<file path="config.mk">
export PLATFORM = sky130hd
export DESIGN_NAME = sccb_config_seq
export DESIGN_NICKNAME = d
export VERILOG_FILES = /design/src/rtl/sccb_cfg_pkg.sv /design/src/rtl/ov7670_config_rom.sv /design/src/rtl/sccb_config_seq.sv
export SDC_FILE = /design/constraint.sdc
export NUM_CORES = 1
export LEC_CHECK = 0
export ABC_AREA = 0
export CAP_MARGIN = 0
export CORE_ASPECT_RATIO = 1.4
export CORE_MARGIN = 5
export CORE_UTILIZATION = 35
export CTS_BUF_LIST = sky130_fd_sc_hd__clkbuf_16
export DETAILED_ROUTE_END_ITERATION = 7
export PLACE_DENSITY_LB_ADDON = 0.3
export SYNTH_ARGS = -nofsm -noshare
export SYNTH_HDL_FRONTEND = slang
export SYNTH_SLANG_ARGS = --single-unit
</file>
<file path="constraint.sdc">
create_clock -name clk -period 11.2 [get_ports clk]
set_input_delay 1.12 -clock clk [delete_from_list [all_inputs] [get_ports clk]]
set_output_delay 1.12 -clock clk [all_outputs]
set_load 0.01 [all_outputs]
</file>
<file path="src/rtl/sccb_cfg_pkg.sv">
// Shared types and helpers for the SCCB camera configuration sequencer.
// ROM entries are {register, value}; two reserved codes mark END and a long delay.
package sccb_cfg_pkg;

    typedef logic [15:0] rom_entry_t;

    localparam rom_entry_t ENTRY_END   = 16'hFFFF;
    localparam rom_entry_t ENTRY_DELAY = 16'hFFF0;

    typedef enum logic [3:0] {
        ST_BOOT,
        ST_IDLE,
        ST_FETCH,
        ST_START,
        ST_START_WAIT,
        ST_BYTE,
        ST_BYTE_WAIT,
        ST_STOP,
        ST_STOP_WAIT,
        ST_GAP,
        ST_MARK,
        ST_DONE,
        ST_ERROR
    } seq_state_t;

    // Byte 0 is the slave address, then register, then value.
    function automatic logic [7:0] entry_byte(input rom_entry_t entry,
                                              input logic [7:0] slave_addr,
                                              input logic [1:0] sel);
        case (sel)
            2'd0:    entry_byte = slave_addr;
            2'd1:    entry_byte = entry[15:8];
            default: entry_byte = entry[7:0];
        endcase
    endfunction

    // States that wait for cfg_start and therefore neither count nor drive the bus.
    function automatic logic state_parked(input seq_state_t s);
        state_parked = (s == ST_IDLE) || (s == ST_DONE) || (s == ST_ERROR);
    endfunction

    // True on the last cycle of an n-cycle wait; n=0 behaves like n=1.
    function automatic logic count_reached(input logic [31:0] t, input int unsigned n);
        count_reached = ((t + 32'd1) >= n);
    endfunction

endpackage

</file>
<file path="src/rtl/ov7670_config_rom.sv">
// Camera bring-up register table: registered lookup with one cycle of latency.
// Unused addresses read back as END so a short table terminates cleanly.
module ov7670_config_rom
    import sccb_cfg_pkg::*;
(
    input  logic       clk,
    input  logic [7:0] addr,
    output rom_entry_t data
);

    rom_entry_t entry;

    // Soft reset, let the sensor settle, then the clock prescaler.
    always_comb begin
        case (addr)
            8'd0:    entry = 16'h1280;
            8'd1:    entry = ENTRY_DELAY;
            8'd2:    entry = 16'h1104;
            default: entry = ENTRY_END;
        endcase
    end

    always_ff @(posedge clk) begin
        data <= entry;
    end

endmodule

</file>
<file path="src/rtl/sccb_config_seq.sv">
// Walks the camera register ROM and drives a byte-level SCCB master through
// START / address / register / value / STOP for each entry.
module sccb_config_seq
    import sccb_cfg_pkg::*;
#(
    parameter logic [7:0]  SLAVE_ADDR = 8'h42,
    parameter int unsigned BOOT_DELAY = 100_000,
    parameter int unsigned GAP_DELAY  = 1_000,
    parameter int unsigned MARK_DELAY = 1_000_000,
    parameter int unsigned TIMEOUT    = 50_000,
    parameter bit          AUTO_START = 1'b1
) (
    input  logic       clk,
    input  logic       reset,
    input  logic       cfg_start,
    input  logic       ready,
    input  logic       tx_done,
    output logic       start,
    output logic       stop,
    output logic       i2c_en,
    output logic [7:0] tx_data,
    output logic       busy,
    output logic       cfg_done,
    output logic       cfg_err,
    output logic [7:0] entry_idx
);

    seq_state_t  state;
    seq_state_t  state_next;
    logic [31:0] timer;
    logic [1:0]  byte_cnt;
    logic [1:0]  byte_cnt_next;
    logic [7:0]  idx_next;
    rom_entry_t  rom_q;
    logic        first_cycle;
    logic        watchdog_hit;

    logic        start_d;
    logic        stop_d;
    logic        i2c_en_d;
    logic [7:0]  tx_data_d;
    logic        busy_d;
    logic        cfg_done_d;
    logic        cfg_err_d;

    // Addressed with the next index so the entry is ready during FETCH.
    ov7670_config_rom u_rom (
        .clk  (clk),
        .addr (idx_next),
        .data (rom_q)
    );

    // The master still shows its previous status during the cycle after a command.
    assign first_cycle  = (timer == 32'd0);
    assign watchdog_hit = count_reached(timer, TIMEOUT);

    always_ff @(posedge clk or posedge reset) begin
        if (reset) begin
            state     <= ST_BOOT;
            timer     <= '0;
            byte_cnt  <= '0;
            entry_idx <= '0;
        end else begin
            state     <= state_next;
            byte_cnt  <= byte_cnt_next;
            entry_idx <= idx_next;
            if (state_next != state) begin
                timer <= '0;
            end else if (!state_parked(state)) begin
                timer <= timer + 32'd1;
            end
        end
    end

    always_comb begin
        state_next    = state;
        byte_cnt_next = byte_cnt;
        idx_next      = entry_idx;
        case (state)
            ST_BOOT: begin
                if (count_reached(timer, BOOT_DELAY)) begin
                    state_next = AUTO_START ? ST_FETCH : ST_IDLE;
                end
            end
            ST_IDLE, ST_DONE, ST_ERROR: begin
                if (cfg_start) begin
                    state_next = ST_FETCH;
                    idx_next   = 8'd0;
                end
            end
            ST_FETCH: begin
                if (rom_q == ENTRY_END) begin
                    state_next = ST_DONE;
                end else if (rom_q == ENTRY_DELAY) begin
                    state_next = ST_MARK;
                end else begin
                    state_next    = ST_START;
                    byte_cnt_next = 2'd0;
                end
            end
            ST_START: begin
                if (ready) state_next = ST_START_WAIT;
            end
            ST_START_WAIT: begin
                if (watchdog_hit) begin
                    state_next = ST_ERROR;
                end else if (!first_cycle && ready) begin
                    state_next = ST_BYTE;
                end
            end
            ST_BYTE: begin
                state_next = ST_BYTE_WAIT;
            end
            ST_BYTE_WAIT: begin
                if (watchdog_hit) begin
                    state_next = ST_ERROR;
                end else if (!first_cycle && tx_done && ready) begin
                    if (byte_cnt == 2'd2) begin
                        state_next = ST_STOP;
                    end else begin
                        byte_cnt_next = byte_cnt + 2'd1;
                        state_next    = ST_BYTE;
                    end
                end
            end
            ST_STOP: begin
                state_next = ST_STOP_WAIT;
            end
            ST_STOP_WAIT: begin
                if (watchdog_hit) begin
                    state_next = ST_ERROR;
                end else if (!first_cycle && ready) begin
                    state_next = ST_GAP;
                end
            end
            ST_GAP, ST_MARK: begin
                if (count_reached(timer, (state == ST_GAP) ? GAP_DELAY : MARK_DELAY)) begin
                    // A full 256-entry table without END still terminates.
                    if (entry_idx == 8'hFF) begin
                        state_next = ST_DONE;
                    end else begin
                        idx_next   = entry_idx + 8'd1;
                        state_next = ST_FETCH;
                    end
                end
            end
            default: begin
                state_next = ST_BOOT;
            end
        endcase
    end

    // Next values for the registered outputs; strobes last exactly one cycle.
    always_comb begin
        start_d    = (state == ST_START) && ready;
        stop_d     = (state == ST_STOP);
        i2c_en_d   = start_d || stop_d || (state == ST_BYTE);
        tx_data_d  = tx_data;
        if (state == ST_BYTE) begin
            tx_data_d = entry_byte(rom_q, SLAVE_ADDR, byte_cnt);
        end
        case (state_next)
            ST_BOOT:                    busy_d = AUTO_START;
            ST_IDLE, ST_DONE, ST_ERROR: busy_d = 1'b0;
            default:                    busy_d = 1'b1;
        endcase
        cfg_done_d = (state_next == ST_DONE);
        cfg_err_d  = (state_next == ST_ERROR);
    end

    always_ff @(posedge clk or posedge reset) begin
        if (reset) begin
            start    <= 1'b0;
            stop     <= 1'b0;
            i2c_en   <= 1'b0;
            tx_data  <= 8'h00;
            busy     <= AUTO_START;
            cfg_done <= 1'b0;
            cfg_err  <= 1'b0;
        end else begin
            start    <= start_d;
            stop     <= stop_d;
            i2c_en   <= i2c_en_d;
            tx_data  <= tx_data_d;
            busy     <= busy_d;
            cfg_done <= cfg_done_d;
            cfg_err  <= cfg_err_d;
        end
    end

endmodule

</file>
==> Word level (Yosys, flattened, before mapping) <==
Index checks and enable logic that the tools add are counted.
{ "totals": {"inputBits": 5, "register_bits": 76, "elab_cells": 96} }
{ "op_classes": {"reduce_logical": 18, "magnitude_cmp": 3, "eq_ne": 29, "addsub": 3, "n_mux": 31} }
{ "ops": {"columns": ["cell", "n"], "rows": [
  ["32-bit two-way mux", 2],
  ["4-bit two-way mux", 13],
  ["16-bit one-hot mux with 3 select lines", 1],
  ["4-bit one-hot mux with 10 select lines", 1],
  ["32-bit by 1-bit adder with 32-bit output, second input constant", 1],
  ["16-bit equality test, second input constant", 2],
  ["32-bit by 16-bit greater-or-equal comparator with 1-bit output, second input constant", 1],
  ["32-bit by 17-bit greater-or-equal comparator with 1-bit output, second input constant", 1],
  ["32-bit by 20-bit greater-or-equal comparator with 1-bit output", 1],
  ["32-bit logical NOT", 1],
  ["8-bit one-hot mux with 2 select lines", 2],
  ["4-bit equality test, second input constant", 7],
  ["8-bit two-way mux", 3],
  ["20-bit two-way mux", 1],
  ["4-bit by 3-bit equality test with 1-bit output, second input constant", 4],
  ["2-bit two-way mux", 6],
  ["2-bit inequality test, second input constant", 6],
  ["8-bit by 1-bit adder with 8-bit output, second input constant", 1],
  ["4-bit by 1-bit equality test with 1-bit output, second input constant", 2],
  ["4-bit by 2-bit equality test with 1-bit output, second input constant", 2],
  ["8-bit by 1-bit equality test with 1-bit output, second input constant", 1],
  ["8-bit by 2-bit equality test with 1-bit output, second input constant", 1],
  ["8-bit equality test, second input constant", 1],
  ["8-bit logical NOT", 1],
  ["other kinds (15)", 22]
]} }

==> Logic depth before layout (Yosys ltp) <==
{ "depth": {"depth_word": 10, "depth_mapped": 21} }

==> Cells and area by module <==
Synthesis repeated with hierarchy kept, for this count alone.
{ "unflattened": {"cells_unflattened": 658, "area_unflattened_um2": 5476.5} }
{ "modules_own_cells": {"columns": ["module", "seq_area_each_um2", "instances", "area_each_um2", "cells_per_inst"], "rows": [
  ["sccb_config_seq", 1502.7, 1, 5223.8, 632],
  ["ov7670_config_rom", 100.1, 1, 252.7, 26]
]} }

==> Worst setup path before layout <==
Ideal clock, no wire load.
{ "synth_timing": {"kind": "reg2reg", "start": "reg timer[0]", "end": "reg timer[0]", "setup_slack_ns": 6.654, "setup_time_ns": 0.080, "stages_incl_launch_ff": 20, "arrival_time_ns": 4.465, "synth_period_minus_slack_ns": 4.546, "path_buffers": 5, "t_required_ns": 11.120, "cell_sequence": "dfrtp_1 > ha_1 > clkbuf_1 > and3_1 > buf_2 > nand4_1 > clkbuf_1 > or2_2 > xnor2_1 > ha_1 > nor2b_1 > mux2i_1 > or4_4 > a211oi_4 > a21oi_2 > or4_1 > buf_2 > o21a_4 > buf_6 > nor3_2"} }
{ "synth_between": {"elab_chain_cells": 9} }
{ "synth_rtl": {"columns": ["element", "line_no", "text"], "rows": [
  ["start: declaration", "sccb_config_seq.sv:30", "logic [31:0] timer;"],
  ["start signal: assignment", "sccb_config_seq.sv:70", "timer <= timer + 32'd1;"],
  ["branches (longest 6 deep; another with 32-bit by 1-bit adder with 32-bit output)", null, null],
  ["4-bit one-hot mux with 10 select lines *", "sccb_config_seq.sv:79", "case (state)"],
  ["named net state_next[1]", "sccb_config_seq.sv:29", "seq_state_t state_next;"],
  ["4-bit inequality test *", "sccb_config_seq.sv:67", "if (state_next != state) begin"],
  ["2-bit inequality test (no source line) or 32-bit two-way mux (tied branches)", null, null]
]} }
Mark *: on every way through the listed nets, which the timed path passes. The select of a mux whose other input is x is not followed.
A chain may end at the register's enable or synchronous reset.

==> Worst setup path after layout <==
{ "layout_timing": {"start": "reg timer[0]", "end": "reg timer[1]"} }
{ "layout_between": {"elab_chain_cells": 9} }
{ "layout_rtl": {"columns": ["element"], "rows": [
  ["branches (longest 9 deep; another with 32-bit by 1-bit adder with 32-bit output)"]
]} }
Several ways; the timed one is not identified. The select of a mux whose other input is x is not followed.

==> impl_metrics.env <==
export IMPL_tns_ps=0
export IMPL_slew_limit_headroom_pct=42.6
export IMPL_clock_sink_count=65
export IMPL_pwr_share_seq_pct=47.4
export IMPL_synthXorXnorAreaFrac_pct=8.45
export IMPL_p_leak_nw=2.39
export IMPL_antenna_found_initial=0
export IMPL_critPathLaunchType="flip-flop"
export IMPL_drcViolationCount=0
export IMPL_grt_pass1_wl_mm=22.7
export IMPL_worstPathCellList="ha_1 > and3_1 > nand4_1 > or2_2 > xnor2_1 > ha_1 > nor2b_1 > mux2i_1 > or4_4 > a211oi_4 > a21oi_2 > or4_1 > o21a_4 > a2111oi_2"
export IMPL_switchingPower_uw=112
export IMPL_path_common_cell="ha_1"
export IMPL_vias=4583
export IMPL_via_per_inst=5.82
export IMPL_synth_avg_cell_area_um2=8.45
export IMPL_cts_root_buf="clkbuf_16"
export IMPL_hold_violations=0
export IMPL_yosysTopAreaCell="dfrtp_1"
export IMPL_synthMuxAreaShare_pct=1.01
export IMPL_p_total_uw=495
export IMPL_ir_worst_vdd_mv=0.0437
export IMPL_synth_seq_area_share_pct=31.6
export IMPL_rsz0062_at_grt="false"
export IMPL_synth_top_flop_cell="dfrtp_1"
export IMPL_cts_resized_gates=0
export IMPL_critPathCaptureType="flip-flop"
export IMPL_max_stage_delay_ps=660
export IMPL_cp_num_buf_inv=0
export IMPL_cts_buffers=9
export IMPL_path_class="flip-flop to flip-flop"
export IMPL_grt_pass1_vias=4494
export IMPL_grt_max_degree=61
export IMPL_drt_pre_antenna_iters=5
export IMPL_cts_setup_buffers=0
export IMPL_clock_latency_ps=330
export IMPL_worstPathRequired_ps=11420
export IMPL_drtAntennaViolNets=0
export IMPL_ys_async_sr_fraction_pct=92.3
export IMPL_tightest_slew_ps=858
export IMPL_synth_area_leaders="dfrtp_1, xnor2_1, nor3_2, nor2_1, ha_1"
export IMPL_powerDensity_nw_per_um2=87.9
export IMPL_fmax_mhz=194
export IMPL_cp_top_family="simple AND/OR/NAND/NOR gates"
export IMPL_syn_nets=621
export IMPL_setup_viol=0
export IMPL_synth_compound_area_share_pct=17.1
export IMPL_pwr_share_clk_pct=51.1
export IMPL_antenna_cells=0
export IMPL_clkTransAtPathRegs_ps=60
export IMPL_yosys_warnings=0
export IMPL_synth_edf_count=0
export IMPL_synth_simple_area_share_pct=31.9
export IMPL_synth_top_area_share_pct=29.1
export IMPL_start_util_pct=35.3
export IMPL_die_x_um=112
export IMPL_finalClockSkew_ps=8.49
export IMPL_synth_area_um2=5080
export IMPL_die_h_um=153
export IMPL_status="finished, final reports clean"
export IMPL_swShare_pct=22.5
export IMPL_synth_top_family_by_area="simple AND/OR/NAND/NOR gates"
export IMPL_cts_buffer_depth=2
export IMPL_grt_remaining_overflow=0
export IMPL_nets=614
export IMPL_final_area_um2=5640
export IMPL_area_growth_pct=10.9
export IMPL_synth_adder_area_share_pct=3.69
export IMPL_worst_path_max_delay_cell="or4_1"
export IMPL_synth_ff_latch_count=65
export IMPL_cts_hold_repair_buffers=0
export IMPL_cts_tree="yes"
export IMPL_path_max_fanout=32
export IMPL_htree_num_levels=3
export IMPL_min_period_over_period_pct=46.0
export IMPL_io_pins=27
export IMPL_core_area_um2=14400
export IMPL_layout_drive_gt1_share_pct=11.5
export IMPL_p_int_uw=384
export IMPL_slew_viol_final=0
export IMPL_hold_class="flip-flop to flip-flop"
export IMPL_arrival_ps=5370
export IMPL_drv_cap=0
export IMPL_num_rows=52
export IMPL_io_buffers=26
export IMPL_synth_distinct_cells=76
export IMPL_synthCells=601
export IMPL_pwr_share_comb_pct=1.5
export IMPL_hpwl_mm=9.74
export IMPL_initialDrtViolationCount=336
export IMPL_routed_wl_mm=13.5
export IMPL_avgRoutedWirePerCell_um=17.1
export IMPL_track_usage_pct=15.9
export IMPL_place_congestion=0.946
export IMPL_fin_crit_ps=5150
export IMPL_die_area_um2=17100
export IMPL_post_dp_cell_area_um2=5370
## cell usage after synthesis (all sizes together), types with 3 or more instances
cell type / number
o31ai: 4
nor3: 53
nand2b: 8
nand2: 43
buf: 18
nand3: 28
xor2: 14
dfxtp: 5
and2: 6
o21ai: 25
dfrtp: 59
a21oi: 25
and4: 6
a22oi: 6
or3: 3
nand4: 23
o31a: 4
o211ai: 6
o21a: 3
inv: 23
or4: 7
and3: 8
clkbuf: 29
o2111ai: 3
ha: 15
nor2b: 5
mux2i: 4
a211oi: 8
nor4b: 3
a31oi: 7
or2: 6
nor3b: 3
o311ai: 4
xnor2: 35
nor2: 55
nor4: 11
## cell usage in the layout (no fill, tap or decap), types with 5 or more instances in the layout
cell             netlist  layout
o211ai_1               6       6
o21ai_0               25      25
nand2_1               43      43
or4_1                  6       6
nand3_1               28      28
a21oi_1               24      24
nand4_1               19      19
nor3_1                23      23
xnor2_1               35      35
a211oi_1               7       7
inv_1                 23      24
clkbuf_16              0       9
and3_1                 8       8
clkdlybuf4s50_1        0      26
nand2b_1               8       8
nor2b_1                5       5
ha_1                  15      15
nor4_1                 9       9
nor2_1                55      55
a22oi_1                6       6
and4_1                 6       6
or2_2                  6       6
dfrtp_1               59      59
and2_1                 5       5
xor2_1                14      14
nor3_2                30      30
a31oi_1                7       7
dfxtp_1                5       5
## registers in the layout (all words and copies together), names as in the netlist
name        cells
busy            1
timer          32
i2c_en          1
start           1
stop            1
entry_idx       8
state           4
cfg_done        1
cfg_err         1
byte_cnt        2
tx_data         8
u_rom.data      5
## per-layer routing
layer | vias to the layer above | GRT usage, % | share of wire [%] | wire [um]
li1 | 2183 | - | - | -
met1 | 2181 | 18.2 | 40 | 5390
met2 | 183 | 28.6 | 52 | 7040
met3 | 36 | 3.06 | 4.9 | 662
met4 | 0 | 6.55 | 3.1 | 414
met5 | - | 0 | 0 | 0
## power groups by stage
stage                     clock, mW  combinational, mW  sequential (mW)
after detailed placement          0            0.00773            0.239
after global routing          0.271            0.00865            0.234
final                         0.253            0.00736            0.235
after floorplan                   0            0.00398            0.239
after CTS                     0.260            0.00777            0.235
after global placement            0            0.00742            0.239
## kinds of logic (layout without fill, tap and decap cells)
group                    after synthesis  in the layout
XOR/XNOR                              49             49
multiplexers                           5              5
adder cells (fa/ha/maj)               15             15
AO/OA/AOI/OAI                        123            123
flip-flops                            65             65
buffers and inverters                 71             69
AND/OR/NAND/NOR                      273            273
## final timing paths
path	from	endpoint	slack [ps]	cells after the start
max in group asynchronous	reset	timer[2]	9330	3
worst max-delay path	timer[0]	timer[1]	6050	14
worst min register to register	tx_data[5]	tx_data[5]	500	2
min in group asynchronous	reset	cfg_done	1360	3
worst max register to register	timer[0]	timer[1]	6050	14
worst min-delay path	tx_data[5]	tx_data[5]	500	2
## worst register-to-register path: cells and delay by family (launching register included)
family,cells,cell delay (ps)
AO/OA/AOI/OAI,4,1200
flip-flops,1,470
adder cells (fa/ha/maj),2,570
AND/OR/NAND/NOR,6,2580
multiplexers,1,90
XOR/XNOR,1,130
## cell type report
type                    instances  area [um^2]
repair buffers                 29          283
well taps                     189          236
inverters                      24         90.1
flip-flops and latches         65         1600
clock buffers                   9          225
multi-input cells             465         3160
fillers                      1457         8740
clock inverters                 7         40.0
## stage by stage
stage	hold slack (ps)	util [%]	instances	worst slack [ps]
3_3_place_gp	484	37.3	772	6180
4_1_cts	505	39.2	788	6060
5_1_grt	568	39.2	788	5470
6_report	504	39.2	788	6050
2_1_floorplan	492	-	601	6650
3_5_place_dp	490	37.3	772	6080
Note: power is estimated with default switching activity, not from simulation.
==> variant 1: new RTL, config.mk and constraints unchanged <==
The parameter `AUTO_START` goes from 1'b1 to 1'b0.
--- a/src/rtl/sccb_config_seq.sv
+++ b/src/rtl/sccb_config_seq.sv
@@ -8,7 +8,7 @@
     parameter int unsigned GAP_DELAY  = 1_000,
     parameter int unsigned MARK_DELAY = 1_000_000,
     parameter int unsigned TIMEOUT    = 50_000,
-    parameter bit          AUTO_START = 1'b1
+    parameter bit          AUTO_START = 1'b0
 ) (
     input  logic       clk,
     input  logic       reset,
Check against the original RTL: not equivalent (Yosys sat finds a counterexample within 4 cycles, from zero or initial values and one cycle with reset high).
==> variant 1 against the original RTL <==
Setup slack got worse by 0.75 ns. Core utilization grew 1.0 points. Cell area decreased by 1.2%. Count of clock-buffer cells in the layout unchanged. Synthesized area decreased by 3.5%. Sequential cell count did not move. Wire length shrank 5.3%. Power up 15%.
==> variant 1: results (changes against the original RTL) <==
worst_setup_path:
  rr_startpoint: "state[3]"
  cp_slowest_stage_delay_ns: 0.80  # +0.14 ns
  r2r-end: "timer[13]"
  cp_slowest_cell: "nand3_2"
  worstPathArrival_ns: 6.12  # +0.75 ns
  ff2ff_setup_slack_ns: 5.30  # -0.75 ns
  critPathLaunchType: "flip-flop"
  cp_max_fo: 32  # unchanged
  worstRegToRegCells: 15  # +1
detailed_routing:
  wl_mm: 12.8  # -5.3%
  viasPerCell: 5.75  # -1.2%
  dr.pass1.iters: 6  # +1
  drtIter0Drc: 170  # -49%
  final_antenna_net_count: 0  # unchanged
logic_synthesis:
  ys_types: 65  # -14%
  yosysSeqAreaShare_pct: 32.7  # +1.1 points
  async_reset_ff_share_pct: 92.3  # unchanged
  synth_common_cells: "dfrtp_1, nor2_1, nand2_1, xnor2_1, a21oi_1"
  yosysWarnings: 0  # unchanged
  synthXorXnorAreaFrac_pct: 8.94  # +0.49 points
  synthAdderAreaFrac_pct: 3.83  # +0.14 points
  avgSynthCellArea_sq_um: 8.48  # +0.29%
  synthMuxAreaShare_pct: 1.97  # +0.96 points
  synth_compound_area_share_pct: 14.6  # -2.5 points
  synth_nets: 598  # -3.7%
  synth_area_leaders: "dfrtp_1, nor3_2, xnor2_1"
hold_path:
  worstHoldPathType: "flip-flop to flip-flop"
  hold_depth: 2  # unchanged
  hold_path_startpoint: "tx_data[0]"
  hold-path-endpoint: "tx_data[0]"
final_layout:
  fin_cells: 767  # -2.7%
  fillers: 1368  # -6.1%
  diodes: 0  # unchanged
  drive_above_1_share_pct: 11.3  # -0.18 points
timing:
  finalHoldViolCount: 0  # unchanged
  whs_ns: 0.536  # +0.0327 ns
  clock-skew-final_ns: 0.00440  # -0.00409 ns
  worst_pin_slew_ns: 0.990  # +0.132 ns
global_route:
  grt_pass1_vias: 4309  # -4.1%
  grt_pass1_wl_mm: 21.1  # -7.1%
  grt_start_max_net_pins: 61  # unchanged
  grt_antenna_before_repair: 0  # unchanged
  grt_usage_pct: 16.1  # +0.20 points
clocking:
  cts_setup_buffers: 0  # unchanged
  ctsResizeCount: 0  # unchanged
  cts.clk_slew.worst_paths_ns: 0.06  # about the same
  clk_latency_ns: 0.33  # about the same
place:
  gp_congestion: 0.865  # -8.6%
  dp_hpwl_mm: 9.13  # -6.3%
  dpl.cell_count: 751  # -2.7%
  portBuffers: 26  # unchanged
outcome:
  outcome: "finished clean"
pwr:
  p_leak_nw: 2.28  # -4.9%
  ir_drop_uv: 72.6  # +66%
-- variant 1: how the worst max path moves through the flow --
stage	to	slack, ns	cells after the start
3_5_place_dp	timer[13]	5.28	15
4_1_cts	timer[13]	5.29	15
3_3_place_gp	timer[13]	5.55	15
6_report	timer[13]	5.30	15
5_1_grt	timer[13]	4.71	15
2_1_floorplan	timer[0]	6.84	17
-- variant 1: where the power goes --
group          internal [W]  switching, W
Combinational    0.00000195    0.00000581
Clock              0.000217      0.000107
Sequential         0.000235             0
Total              0.000454      0.000113
-- variant 1: cell type report --
type	count	area (sq um)	area share (%)
flip-flops and latches	65	1600	28.8
repair buffers	30	290	5.21
inverters	20	75.1	1.35
multi-input cells	451	3030	54.3
well taps	185	231	4.16
clock buffers	9	225	4.04
clock inverters	7	119	2.13
-- variant 1: metal layers --
metal  track usage [%]  vias up  wire length [um]
li1                  -     2100                 -
met1              18.6     2096              5060
met2              27.3      168              6470
met3              3.50       43               733
met4              8.55        0               536
met5                 0        -                 0
-- variant 1: through the flow --
stage	area [sq um]	utilization (%)
finish	5570	40.2
global route	5570	40.2
CTS	5570	40.2
detailed placement	5220	37.7
global placement	5220	37.7
floorplan	4900	-
-- variant 1: cells by family (layout without fill, tap and decap cells) --
kind of cell,count (synthesis),after routing
DFF,65,65
and+or+nand+nor,271,271
muxes,9,9
xor gates and xnor gates,50,50
AOI/OAI and AO/OA,106,106
adders and majority gates,15,15
buffers and inverters,62,66
-- variant 1: critical path, delay by kind of cell (launching register included) --
kind            cells  cell delay, ns
buf+inv             2            0.54
fa+ha+maj           1            0.26
simple gates        8            3.55
flops               1            0.57
compound gates      4            0.85
==> variant 2: new RTL, same settings <==
Without the edit above. Register the output `cfg_err` once more, with the module's reset; this adds one clock of latency there. The other outputs are not delayed to match.
--- a/src/rtl/sccb_config_seq.sv
+++ b/src/rtl/sccb_config_seq.sv
@@ -25,6 +25,8 @@
     output logic [7:0] entry_idx
 );
 
+    logic cfg_err_s0;
+
     seq_state_t  state;
     seq_state_t  state_next;
     logic [31:0] timer;
@@ -176,7 +178,7 @@
             tx_data  <= 8'h00;
             busy     <= AUTO_START;
             cfg_done <= 1'b0;
-            cfg_err  <= 1'b0;
+            cfg_err_s0 <= 1'b0;
         end else begin
             start    <= start_d;
             stop     <= stop_d;
@@ -184,7 +186,15 @@
             tx_data  <= tx_data_d;
             busy     <= busy_d;
             cfg_done <= cfg_done_d;
-            cfg_err  <= cfg_err_d;
+            cfg_err_s0 <= cfg_err_d;
+        end
+    end
+
+    always_ff @(posedge clk or posedge reset) begin
+        if (reset) begin
+            cfg_err <= '0;
+        end else begin
+            cfg_err <= cfg_err_s0;
         end
     end
 
Check against the original RTL: no difference found for any inputs over 10 cycles, from zero or initial values and one cycle with reset high; that may be too few to reach the edited logic, so the function may still have changed.
==> variant 2 against the original RTL <==
Cell area up 2.6%. Synthesized cell count is 1.2% lower. Worst hold slack worse by 0.15 ns. Power grew 20%. Sequential cell count is 1 higher. Setup slack improved by 0.17 ns. Die area up 0.52%. Core utilization increased by 1.0 points. Synthesized area is 0.57% higher. Wire length rose by 5.4%. Via count is 1.2% lower. Clock skew down 0.0023 ns.
==> variant 2: results (changes against the original RTL) <==
detailed_routing:
  drtIter0Drc: 176  # -48%
  wl_mm: 14.2  # +5.4%
  vias: 4529  # -1.2%
global_route:
  grt_pass1_vias: 4642  # +3.3%
  grt_pass1_wl_mm: 23.7  # +4.5%
  grt_start_max_net_pins: 62  # +1.6%
  grt_usage_pct: 16.8  # +0.88 points
worst_setup_path:
  cp_slowest_stage_delay_ns: 0.74  # +0.08 ns
  worstRegToRegCells: 16  # +2
  cp_slowest_cell: "a211oi_2"
  endpoint: "u_rom.data[9]"
  worstPathArrival_ns: 5.18  # -0.19 ns
  cp_max_fo: 13  # -59%
hold_path:
  hold-path-endpoint: "cfg_err"
  hold_depth: 0  # -2
logic_synthesis:
  synth_area_leaders: "dfrtp_1, nor3_2, nand2_1"
  async_reset_ff_share_pct: 92.4  # +0.12 points
  synthCells: 594  # -1.2%
  synth_common_cells: "dfrtp_1, nand2_1, nor2_1, nand3_1, nor3_2"
  synth_nets: 614  # -1.1%
  yosysSeqAreaShare_pct: 31.9  # +0.31 points
place:
  dp_hpwl_mm: 10.5  # +7.8%
  place_area_sq_um: 5410  # +0.82%
clocking:
  clock-sinks: 66  # +1.5%
timing:
  whs_ns: 0.351  # -0.153 ns
  worst_pin_slew_ns: 0.981  # +0.123 ns
final_layout:
  drive_above_1_share_pct: 11.9  # +0.33 points
pwr:
  p_leak_nw: 2.47  # +3.0%
  ir_drop_uv: 71.5  # +64%
outcome:
  outcome: "finished clean"
==> variant 2: cell types whose count changed after synthesis, moves of 6 or more <==
cell / before / now
a31oi_1: 7 / 1
clkbuf_1: 27 / 16
nand2_1: 43 / 55
nor2_1: 55 / 43
nor3_1: 23 / 14
nor4_1: 9 / 15
o21ai_0: 25 / 19
or3_1: 3 / 10
xnor2_1: 35 / 22
xor2_1: 14 / 23
==> variant 2: layer usage <==
| layer | part of all wire, % | routed length (um) | GRT usage [%] |
|---|---|---|---|
| met1 | 39 | 5550 | 18.7 |
| met4 | 2.8 | 393 | 6.53 |
| met2 | 55 | 7790 | 31.2 |
| met3 | 3.5 | 493 | 3.05 |
| met5 | 0 | 0 | 0 |
==> variant 2: cell families (layout without fill, tap and decap cells) <==
logic type | after synthesis | after routing | share of synthesized area (%)
simple gates | 285 | 285 | 33.7
compound gates | 113 | 113 | 15.3
flops | 66 | 66 | 31.9
buf+inv | 61 | 66 | 5.88
xor+xnor | 45 | 45 | 7.71
fa+ha+maj | 15 | 15 | 3.67
mux | 9 | 9 | 1.89
==> variant 2: report_power, final <==
group / internal, W / total, W / switching [W] / leakage [nW]
registers: 0.000238 / 0.000238 / 0 / 0.838
clock network: 0.000240 / 0.000349 / 0.000110 / 0.177
logic: 0.00000167 / 0.00000739 / 0.00000572 / 1.45
==> variant 2: layout make-up <==
class / count / area (sq um) / share of cell area [%]
clock buffers: 9 / 225 / 3.90
clock inverters: 7 / 141 / 2.45
inverters: 21 / 78.8 / 1.36
multi-input cells: 467 / 3190 / 55.2
flip-flops and latches: 66 / 1630 / 28.2
well taps: 189 / 236 / 4.09
repair buffers: 29 / 283 / 4.89
